## config.mk

```make
export PLATFORM = sky130hd
export DESIGN_NAME = instr_encoder_loader
export DESIGN_NICKNAME = d
export VERILOG_FILES = /design/src/rtl/instr_encoder_loader.sv
export SDC_FILE = /design/constraint.sdc
export NUM_CORES = 1
export LEC_CHECK = 0
export BUFFER_PORTS_ARGS = -buffer_cell sky130_fd_sc_hd__buf_2
export CAP_MARGIN = 20
export CORE_MARGIN = 5
export CORE_UTILIZATION = 25
export CTS_CLUSTER_DIAMETER = 100
export DETAILED_ROUTE_END_ITERATION = 8
export SLEW_MARGIN = 0
export SYNTH_ARGS = -nofsm -noshare
export SYNTH_HDL_FRONTEND = slang
export SYNTH_SLANG_ARGS = --single-unit
```

## constraint.sdc

```tcl
create_clock -name Clk -period 2.3 [get_ports Clk]
set_input_delay 0.345 -clock Clk [delete_from_list [all_inputs] [get_ports Clk]]
set_output_delay 0.345 -clock Clk [all_outputs]
set_load 0.01 [all_outputs]
```

## src/rtl/instr_encoder_loader.sv

```systemverilog
// -----------------------------------------------------------------------------
// instr_encoder_loader
//   Turns symbolic instructions (control-op code plus operand fields) into
//   32-bit MIPS words and streams them into instruction memory through its
//   write port. A load session is opened with Start, accepts exactly Length
//   instructions, then drains the final write and pulses Done.
//
// Ports
//   Clk, Rst_n            clock (rising edge) / asynchronous active-low reset
//   Start                 open a session (only acted on while idle)
//   BaseAddr, Length      first IMem word address / instructions to accept
//   InValid, InReady      instruction handshake (see below)
//   OpSel                 control-op code, 0 = nop, 1..53 legal, 54..63 illegal
//   Rs, Rt, Rd, Shamt     register / shift-amount fields
//   Imm16, Target26       immediate / jump-target fields
//   IMemWrite/Addr/Data   registered IMem write port
//   Busy, Done, Error     session status (Error sticky until next Start)
//   DbgState              current FSM state for observation
//
// Handshake: an instruction is consumed on a rising edge where InValid and
//   InReady are both 1. InReady is 1 only while loading and does not depend on
//   InValid. The encoded word appears on the write port the cycle after the
//   accept; IMemAddr/IMemData hold their last values when no write is issued.
// -----------------------------------------------------------------------------
module instr_encoder_loader #(
  parameter int ADDR_W = 7,
  parameter int LEN_W  = 8
) (
  input  logic              Clk,
  input  logic              Rst_n,
  input  logic              Start,
  input  logic [ADDR_W-1:0] BaseAddr,
  input  logic [LEN_W-1:0]  Length,
  input  logic              InValid,
  output logic              InReady,
  input  logic [5:0]        OpSel,
  input  logic [4:0]        Rs,
  input  logic [4:0]        Rt,
  input  logic [4:0]        Rd,
  input  logic [4:0]        Shamt,
  input  logic [15:0]       Imm16,
  input  logic [25:0]       Target26,
  output logic              IMemWrite,
  output logic [ADDR_W-1:0] IMemAddr,
  output logic [31:0]       IMemData,
  output logic              Busy,
  output logic              Done,
  output logic              Error,
  output logic [1:0]        DbgState
);

  typedef enum logic [1:0] {ST_IDLE, ST_LOAD, ST_DRAIN, ST_DONE} state_t;

  localparam logic [1:0] FMT_R = 2'd0;
  localparam logic [1:0] FMT_I = 2'd1;
  localparam logic [1:0] FMT_J = 2'd2;

  state_t              state_q, state_d;
  logic [LEN_W-1:0]    rem_q, rem_d;
  logic [ADDR_W-1:0]   ptr_q, ptr_d;
  logic                err_q, err_d;
  logic                wr_q, wr_d;
  logic [ADDR_W-1:0]   addr_q, addr_d;
  logic [31:0]         data_q, data_d;
  logic                accept;

  // Encoder: start from the raw operand fields, then let each op override
  // the fields its encoding fixes. Shamt is only passed through for the
  // immediate shifts; everywhere else it is 0 or a fixed constant.
  logic [5:0]  e_op, e_fn;
  logic [4:0]  e_rs, e_rt, e_rd, e_sh;
  logic [1:0]  e_fmt;
  logic        enc_legal;
  logic [31:0] enc_word;

  always_comb begin
    e_op      = 6'd0;
    e_fn      = 6'd0;
    e_rs      = Rs;
    e_rt      = Rt;
    e_rd      = Rd;
    e_sh      = 5'd0;
    e_fmt     = FMT_R;
    enc_legal = 1'b1;
    case (OpSel)
      6'd0:  begin e_rs = 5'd0; e_rt = 5'd0; e_rd = 5'd0; end
      6'd1:  begin e_rs = 5'd0; e_sh = Shamt; end
      6'd3:  begin e_rs = 5'd1; e_sh = Shamt; e_fn = 6'd2; end
      6'd4:  begin e_rs = 5'd0; e_sh = Shamt; e_fn = 6'd2; end
      6'd6:  begin e_rs = 5'd0; e_sh = Shamt; e_fn = 6'd3; end
      6'd7:  e_fn = 6'd4;
      6'd9:  begin e_sh = 5'd1; e_fn = 6'd6; end
      6'd10: e_fn = 6'd6;
      6'd11: e_fn = 6'd7;
      6'd12: begin e_rt = 5'd0; e_rd = 5'd0; e_fn = 6'd8; end
      6'd13: e_fn = 6'd10;
      6'd14: e_fn = 6'd11;
      6'd15: begin e_rs = 5'd0; e_rt = 5'd0; e_fn = 6'd16; end
      6'd16: begin e_rt = 5'd0; e_rd = 5'd0; e_fn = 6'd17; end
      6'd17: begin e_rs = 5'd0; e_rt = 5'd0; e_fn = 6'd18; end
      6'd18: begin e_rt = 5'd0; e_rd = 5'd0; e_fn = 6'd19; end
      6'd19: begin e_rd = 5'd0; e_fn = 6'd24; end
      6'd20: begin e_rd = 5'd0; e_fn = 6'd25; end
      6'd21: e_fn = 6'd32;
      6'd24: e_fn = 6'd33;
      6'd25: e_fn = 6'd34;
      6'd26: e_fn = 6'd36;
      6'd27: e_fn = 6'd37;
      6'd28: e_fn = 6'd38;
      6'd29: e_fn = 6'd39;
      6'd30: e_fn = 6'd42;
      6'd31: e_fn = 6'd43;
      // SPECIAL2 group
      6'd2:  begin e_op = 6'd28; e_rd = 5'd0; e_fn = 6'd0; end
      6'd5:  begin e_op = 6'd28; e_fn = 6'd2; end
      6'd8:  begin e_op = 6'd28; e_rd = 5'd0; e_fn = 6'd4; end
      // SPECIAL3 BSHFL: sub-op lives in the shamt field
      6'd22: begin e_op = 6'd31; e_rs = 5'd0; e_sh = 5'd16; e_fn = 6'd32; end
      6'd23: begin e_op = 6'd31; e_rs = 5'd0; e_sh = 5'd24; e_fn = 6'd32; end
      // I-format
      6'd53: begin e_fmt = FMT_I; e_op = 6'd8;  end
      6'd32: begin e_fmt = FMT_I; e_op = 6'd9;  end
      6'd33: begin e_fmt = FMT_I; e_op = 6'd10; end
      6'd34: begin e_fmt = FMT_I; e_op = 6'd11; end
      6'd35: begin e_fmt = FMT_I; e_op = 6'd12; end
      6'd36: begin e_fmt = FMT_I; e_op = 6'd13; end
      6'd37: begin e_fmt = FMT_I; e_op = 6'd14; end
      6'd38: begin e_fmt = FMT_I; e_op = 6'd15; e_rs = 5'd0; end
      6'd49: begin e_fmt = FMT_I; e_op = 6'd4;  end
      6'd50: begin e_fmt = FMT_I; e_op = 6'd5;  end
      6'd51: begin e_fmt = FMT_I; e_op = 6'd6;  e_rt = 5'd0; end
      6'd52: begin e_fmt = FMT_I; e_op = 6'd7;  e_rt = 5'd0; end
      // REGIMM: branch condition selected by the rt field
      6'd47: begin e_fmt = FMT_I; e_op = 6'd1;  e_rt = 5'd1; end
      6'd48: begin e_fmt = FMT_I; e_op = 6'd1;  e_rt = 5'd0; end
      6'd41: begin e_fmt = FMT_I; e_op = 6'd32; end
      6'd42: begin e_fmt = FMT_I; e_op = 6'd33; end
      6'd43: begin e_fmt = FMT_I; e_op = 6'd35; end
      6'd44: begin e_fmt = FMT_I; e_op = 6'd40; end
      6'd45: begin e_fmt = FMT_I; e_op = 6'd41; end
      6'd46: begin e_fmt = FMT_I; e_op = 6'd43; end
      // J-format
      6'd39: begin e_fmt = FMT_J; e_op = 6'd2; end
      6'd40: begin e_fmt = FMT_J; e_op = 6'd3; end
      default: enc_legal = 1'b0;
    endcase

    case (e_fmt)
      FMT_I:   enc_word = {e_op, e_rs, e_rt, Imm16};
      FMT_J:   enc_word = {e_op, Target26};
      default: enc_word = {e_op, e_rs, e_rt, e_rd, e_sh, e_fn};
    endcase
  end

  // Session control
  always_comb begin
    state_d = state_q;
    rem_d   = rem_q;
    ptr_d   = ptr_q;
    err_d   = err_q;
    wr_d    = 1'b0;
    addr_d  = addr_q;
    data_d  = data_q;
    InReady = (state_q == ST_LOAD);
    accept  = InValid & InReady;

    case (state_q)
      ST_IDLE: begin
        if (Start) begin
          ptr_d   = BaseAddr;
          rem_d   = Length;
          err_d   = 1'b0;
          state_d = (Length == '0) ? ST_DONE : ST_LOAD;
        end
      end
      ST_LOAD: begin
        if (accept) begin
          rem_d = rem_q - LEN_W'(1);
          // Illegal ops still use up a slot, but leave memory and the
          // address pointer untouched.
          if (enc_legal) begin
            wr_d   = 1'b1;
            addr_d = ptr_q;
            data_d = enc_word;
            ptr_d  = ptr_q + ADDR_W'(1);
          end else begin
            err_d = 1'b1;
          end
          if (rem_q == LEN_W'(1)) state_d = ST_DRAIN;
        end
      end
      ST_DRAIN: state_d = ST_DONE;
      ST_DONE:  state_d = ST_IDLE;
      default:  state_d = ST_IDLE;
    endcase
  end

  always_ff @(posedge Clk or negedge Rst_n) begin
    if (!Rst_n) begin
      state_q <= ST_IDLE;
      rem_q   <= '0;
      ptr_q   <= '0;
      err_q   <= 1'b0;
      wr_q    <= 1'b0;
      addr_q  <= '0;
      data_q  <= '0;
    end else begin
      state_q <= state_d;
      rem_q   <= rem_d;
      ptr_q   <= ptr_d;
      err_q   <= err_d;
      wr_q    <= wr_d;
      addr_q  <= addr_d;
      data_q  <= data_d;
    end
  end

  assign IMemWrite = wr_q;
  assign IMemAddr  = addr_q;
  assign IMemData  = data_q;
  assign Busy      = (state_q != ST_IDLE);
  assign Done      = (state_q == ST_DONE);
  assign Error     = err_q;
  assign DbgState  = state_q;

endmodule
```

==> out/metrics.cfg, run 1 <==
[run_status]
outcome=complete, no violations

[timing]
hold_viol=0
report.final.slew_viol_count=0
setup_viol=0
tightest_slew_ps=538.4
fin_crit_ps=1947
fmax_mhz=513.7
min_period_over_period_pct=84.63
slew_headroom_pct=63.83
finClkSkew_ps=11.31
tns_ps=0
rsz0062_at_grt=no

[routing]
routed_wl_um=12850
drc=0
ant_nets=0
vias=4123
routed_via_density=5.096
firstDrtPassIters=5
drt_iter0_markers=182
wl_per_cell_um=15.88

[synthesis]
ys.flop_type=dfrtp_1
yosys.area.top_type=dfrtp_1
synth-seq-area-share_pct=37.49
syn_inst=476
synth_top_cell_area_share_pct=37.49
syn-num-nets=572
yosysUniqueCellTypes=63
synth_top_cells_by_area=dfrtp_1, nand2_1, a21oi_1
ys_ff_latch=58
yosysMostFrequentCell=nand2_1
synthArstFlopShare_pct=100.0
yosys_warnings=0
synthTopCellsByCount=nand2_1, dfrtp_1, nor2_1, a21oi_1, o21ai_0
synth_edf_count=0
synthesis.area_um2=3871
syn_avg_cell_area_um2=8.133

[finish]
n_fill_cell=1633
area_delta_synth_final_pct=34.03
n_antenna_cell=0
drive_above_1_share_pct=30.60
nNetsFinal=712
fin_util_pct=34.13

[power]
p_leak_nw=2.471
p_int_mw=3.424
power_frac_seq_pct=32.8
clkPwrFrac_pct=24.3
swShare_pct=38.94
vdd_ir_drop_max_mv=0.5500
power_density_nw_per_um2=1081
power_switching_mw=2.184
combPwrFrac_pct=42.9

[clock_tree]
cts_max_level=3
clk_root_buffer_cell=clkbuf_16
postCtsSetupRepairBufs=0
clkSlewWorstSetupHoldPaths_ps=50
cts_tree=built
clock_latency_ps=340
clock_tree.buffer_depth=2
cts_buffers=9
clock-sinks=58

[grt]
grt_max_degree=41
track_usage_pct=14.11
grt_antenna_before_repair=0
grt_pass1_wl_um=20610
grt-ovfl-total=0
grt_pass1_vias=4142

[placement]
routabilityCongestion=0.8811
dp_hpwl_um=9782
port_buffers=132

[worst_setup_path]
arrival_ps=2160
critPathKind=reg2reg
cp_max_fo=16
endpoint_kind=register
required_ps=2510
worstSetupStartpointType=register

[min_path]
hold_path.class=in2reg

[die]
design.core.area_um2=15200
die_h_um=134.4
die_x_um=134.4
initial_utilization_pct=25.47
core.rowCount=45
io-pin-count=133
die_area_um2=18070

[job]
max-cap-violations=0

## cells by family after synthesis
| kind of cell | count (synthesis) | synth area share [%] |
|---|---|---|
| AOI/OAI and AO/OA | 160 | 27.44 |
| xor gates and xnor gates | 5 | 1.131 |
| adders and majority gates | 10 | 3.167 |
| buffers and inverters | 62 | 7.305 |
| DFF | 58 | 37.49 |
| muxes | 6 | 1.584 |
| and+or+nand+nor | 175 | 21.88 |
## cell type report
class | instances | area, µm² | area share, %
flip-flops and latches | 58 | 1451 | 27.97
multi-input cells | 356 | 2138 | 41.21
inverters | 21 | 78.83 | 1.519
well taps | 188 | 235.2 | 4.533
repair buffers | 170 | 985.9 | 19.00
clock inverters | 2 | 35.03 | 0.6752
clock buffers | 14 | 264.0 | 5.088
## per-stage QoR
step | std cells | setup slack, ps | area (µm²) | total power, mW | hold WS (ps)
finish | 809 | 353.4 | 5189 | 5.608 | 236.4
global route | 809 | 157.8 | 5189 | 6.060 | 250.8
CTS | 809 | 328.3 | 5189 | 5.681 | 221.1
detailed placement | 792 | 44.44 | 4880 | 4.282 | 335.5
global placement | 792 | 23.33 | 4880 | 4.243 | 334.7
floorplan | 476 | 23.15 | 3877 | 3.355 | 49.41
## final timing paths
| kind | end | cells past startpoint | start | slack, ps |
|---|---|---|---|---|
| setup / recovery | IMemData[15]$_DFFE_PN0P_ | 7 | DbgState[1]$_DFFE_PN0P_ | 350 |
| hold / removal | IMemData[19]$_DFFE_PN0P_ | 3 | Rt[3] | 240 |
| setup reg to reg | IMemData[15]$_DFFE_PN0P_ | 7 | DbgState[1]$_DFFE_PN0P_ | 350 |
| hold reg to reg | IMemData[3]$_DFFE_PN0P_ | 2 | IMemData[3]$_DFFE_PN0P_ | 480 |
| max in group asynchronous | IMemData[4]$_DFFE_PN0P_ | 3 | Rst_n | 1210 |
| min in group asynchronous | IMemAddr[5]$_DFFE_PN0P_ | 2 | Rst_n | 500 |
## worst max-delay path, stage by stage, from the launching register on
cell     delay, ps
dfrtp_1        410
inv_1           90
ha_1           220
nand2_1         80
a21o_2         340
inv_1          130
o211a_1        220
a221o_1        320
## state kept, by name, indices dropped and copies added, names as in the netlist
name       count
IMemData      32
rem_q          8
IMemAddr       7
ptr_q          7
DbgState       2
Error          1
IMemWrite      1
## power groups by stage
stage	registers, mW	clock network (mW)	logic, mW
after floorplan	1.94	0	1.41
after global placement	1.85	0	2.39
after detailed placement	1.85	0	2.43
after CTS	1.84	1.40	2.44
after global routing	1.90	1.43	2.72
final	1.84	1.36	2.41
## placed cells by master (no fill, tap or decap), drive strengths merged, types with 2 or more instances in the layout
master	n
a211o	2
a211oi	4
a21boi	2
a21o	3
a21oi	32
a221o	5
a221oi	7
a22oi	14
a2bb2oi	2
a31oi	14
a32o	2
and2	4
and3	3
and3b	2
and4	2
buf	169
clkbuf	14
dfrtp	58
ha	9
inv	21
mux2i	5
nand2	67
nand2b	5
nand3	23
nand4	4
nor2	34
nor2b	9
nor3	12
nor4	3
o211ai	3
o21a	3
o21ai	32
o221ai	2
o22ai	16
o31ai	6
o32a	3
xnor2	2
xor2	3
## routing by layer
| layer | vias up | track usage [%] | share of wire, % |
|---|---|---|---|
| li1 | 2019 | - | - |
| met1 | 1937 | 18.62 | 45 |
| met2 | 143 | 22.46 | 47 |
| met3 | 24 | 3.376 | 6.5 |
| met4 | 0 | 5.260 | 1.8 |
| met5 | - | 0 | 0 |
## timing repair
action | in CTS | in global routing
hold buffers | 1 | 0
hold endpoints to repair | 18 | 0
resized for setup | 0 | 0
Note: power is estimated with default switching activity, not from simulation.
==> run 2: changes to the inputs <==
clock period = 1.75 ns   (was 2.3 ns; I/O delays follow)
==> run 2 against run 1 <==
Sequential power is 30% higher; cell count rose by 4.9%; critical path depth decreased by 2; largest cell class unchanged; total power is 45% higher; non-clock buffer count rose by 40; highest routed layer is now met5; first-iteration DRC count is 20% lower; clock-buffer cell count shrank 2; design area rose by 11%.
==> out/metrics.cfg, run 2 (synthesized netlist as in run 1, its figures left out) <==
[grt]
grt_antenna_before_repair=1  ; was 0
grt_pass1_wl_um=20630  ; was 20610 µm
grt-ovfl-total=0  ; unchanged
grt_pass1_vias=4054  ; was 4142
track_usage_pct=13.90  ; was 14.11%
grt_max_degree=59  ; was 41

[finish]
final_cell_mix=buf_2, buf_4, nand2_1  ; was buf_2, nand2_1, dfrtp_1
fin_util_pct=38.05  ; was 34.13%
final_design_area_no_fill_um2=5784  ; was 5189 µm²
largest_reg_flops=32  ; unchanged
n_antenna_cell=0  ; unchanged
drive_above_1_share_pct=41.30  ; was 30.60%
area_delta_synth_final_pct=49.42  ; was 34.03%
final_common_cell=buf_2  ; unchanged
nNetsFinal=752  ; was 712
fin_cells=849  ; was 809

[die]
initial_utilization_pct=25.47  ; unchanged
die_x_um=134.4  ; unchanged
die_area_um2=18070  ; unchanged
die_h_um=134.4  ; unchanged
core.rowCount=45  ; unchanged
io-pin-count=133  ; unchanged
design.core.area_um2=15200  ; unchanged

[worst_setup_path]
path_cells=or4_1 > o21ai_0 > nand2_1 > nor3_1 > a21oi_1  ; was inv_1 > ha_1 > nand2_1 > a21o_2 > inv_1 > o211a_1 > a221o_1
endpoint_kind=register  ; unchanged
arrival_ps=1910  ; was 2160 ps
slowest_stage=or4_1  ; was dfrtp_1
worstSetupStartpointType=register  ; unchanged
cp_max_fo=4  ; was 16
required_ps=1960  ; was 2510 ps
setup.worst_path.start=rem_q[5]$_DFFE_PN0P_  ; was DbgState[1]$_DFFE_PN0P_
critPathKind=reg2reg  ; unchanged
slowest_delay_ps=550  ; was 410 ps
r2r_start=rem_q[5]$_DFFE_PN0P_  ; was DbgState[1]$_DFFE_PN0P_

[timing]
min_period_over_period_pct=97.09  ; was 84.63%
rsz0062_at_grt=yes  ; was no
finClkSkew_ps=9.962  ; was 11.31 ps
report.final.slew_viol_count=0  ; unchanged
whs_ps=170.1  ; was 236.4 ps
fin_ws_ps=50.94  ; was 353.4 ps
fin_crit_ps=1699  ; was 1947 ps
slew_headroom_pct=71.18  ; was 63.83%
hold_viol=0  ; unchanged
tns_ps=0  ; unchanged
fmax_mhz=588.6  ; was 513.7 MHz
setup_viol=0  ; unchanged
tightest_slew_ps=432.3  ; was 538.4 ps

[placement]
port_buffers=132  ; unchanged
routabilityCongestion=0.8536  ; was 0.8811
placed_area_um2=5290  ; was 4880 µm²
dp_hpwl_um=9904  ; was 9782 µm
pre_cts_slack_ps=-398.6  ; was 44.44 ps
place_inst=828  ; was 792

[routing]
routed_via_density=4.953  ; was 5.096
wl_per_cell_um=15.25  ; was 15.88 µm
routed_wl_um=12940  ; was 12850 µm
vias=4205  ; was 4123
drc=0  ; unchanged
drt_iter0_markers=145  ; was 182
firstDrtPassIters=4  ; was 5
ant_nets=0  ; unchanged

[clock_tree]
clk_root_buffer_cell=clkbuf_16  ; unchanged
clock_latency_ps=330  ; was 340 ps
clock-sinks=58  ; unchanged
cts_max_level=3  ; unchanged
clkSlewWorstSetupHoldPaths_ps=60  ; was 50 ps
cts_tree=built  ; unchanged
cts_buffers=9  ; unchanged
clock_tree.buffer_depth=2  ; unchanged

[power]
p_leak_nw=2.720  ; was 2.471 nW
totalPowerFinal_mw=8.148  ; was 5.608 mW
vdd_ir_drop_max_mv=0.8947  ; was 0.5500 mV
power_density_nw_per_um2=1409  ; was 1081 nW/µm²

[min_path]
min_from=Rd[0]  ; was Rt[3]
hold_path.class=in2reg  ; unchanged

[run_status]
outcome=complete, no violations  ; unchanged

[job]
max-cap-violations=0  ; unchanged

run 2: cell types whose count changed in the layout (fill, tap and decap cells not counted), sizes merged:
cell,before,now
clkinvlp,0,3
clkbuf,14,15
bufinv,1,2
buf,169,206
inv,21,20
clkinv,1,0
run 2: routing by layer:
| layer | vias to the layer above | GRT usage (%) | part of all wire, % |
|---|---|---|---|
| met3 | 10 | 4.051 | 7.3 |
| met1 | 1951 | 18.78 | 46 |
| met4 | 2 | 2.149 | 0.45 |
| met5 | - | 0 | 0.054 |
| li1 | 2104 | - | - |
| met2 | 138 | 22.54 | 46 |
run 2: cell type report:
type / instances / area (µm²)
Fill cell: 1581 / 9418
Multi-Input combinational cell: 356 / 2340
Sequential cell: 58 / 1454
Timing Repair Buffer: 210 / 1351
Clock buffer: 12 / 246.5
Tap cell: 188 / 235.2
Inverter: 21 / 82.58
Clock inverter: 4 / 75.07
run 2: critical path: cells and delay by family (launching register included):
family             cells  cell delay (ps)
and+or+nand+nor        3              850
DFF                    1              410
AOI/OAI and AO/OA      2              320
run 2: path summary, 6_finish.rpt:
kind | cells past startpoint | slack [ps] | to
setup / recovery | 5 | 50 | DbgState[0]$_DFFE_PN0P_
hold / removal | 2 | 170 | IMemData[11]$_DFFE_PN0P_
setup reg to reg | 5 | 50 | DbgState[0]$_DFFE_PN0P_
hold reg to reg | 2 | 470 | IMemAddr[3]$_DFFE_PN0P_
max in group asynchronous | 3 | 990 | IMemData[21]$_DFFE_PN0P_
min in group asynchronous | 3 | 470 | IMemAddr[6]$_DFFE_PN0P_
run 2: power by group:
part	switching [mW]	internal, mW	total [mW]
clock network	0.624	1.29	1.91
registers	0.438	1.96	2.40
logic	1.99	1.85	3.84
run 2: timing repair:
item	in CTS	in global routing
hold endpoints to repair	58	0
cloned	0	1
setup endpoints to repair	19	40
pin swaps	1	7
gates resized for setup	4	25
buffers inserted	0	3
hold buffers	1	0
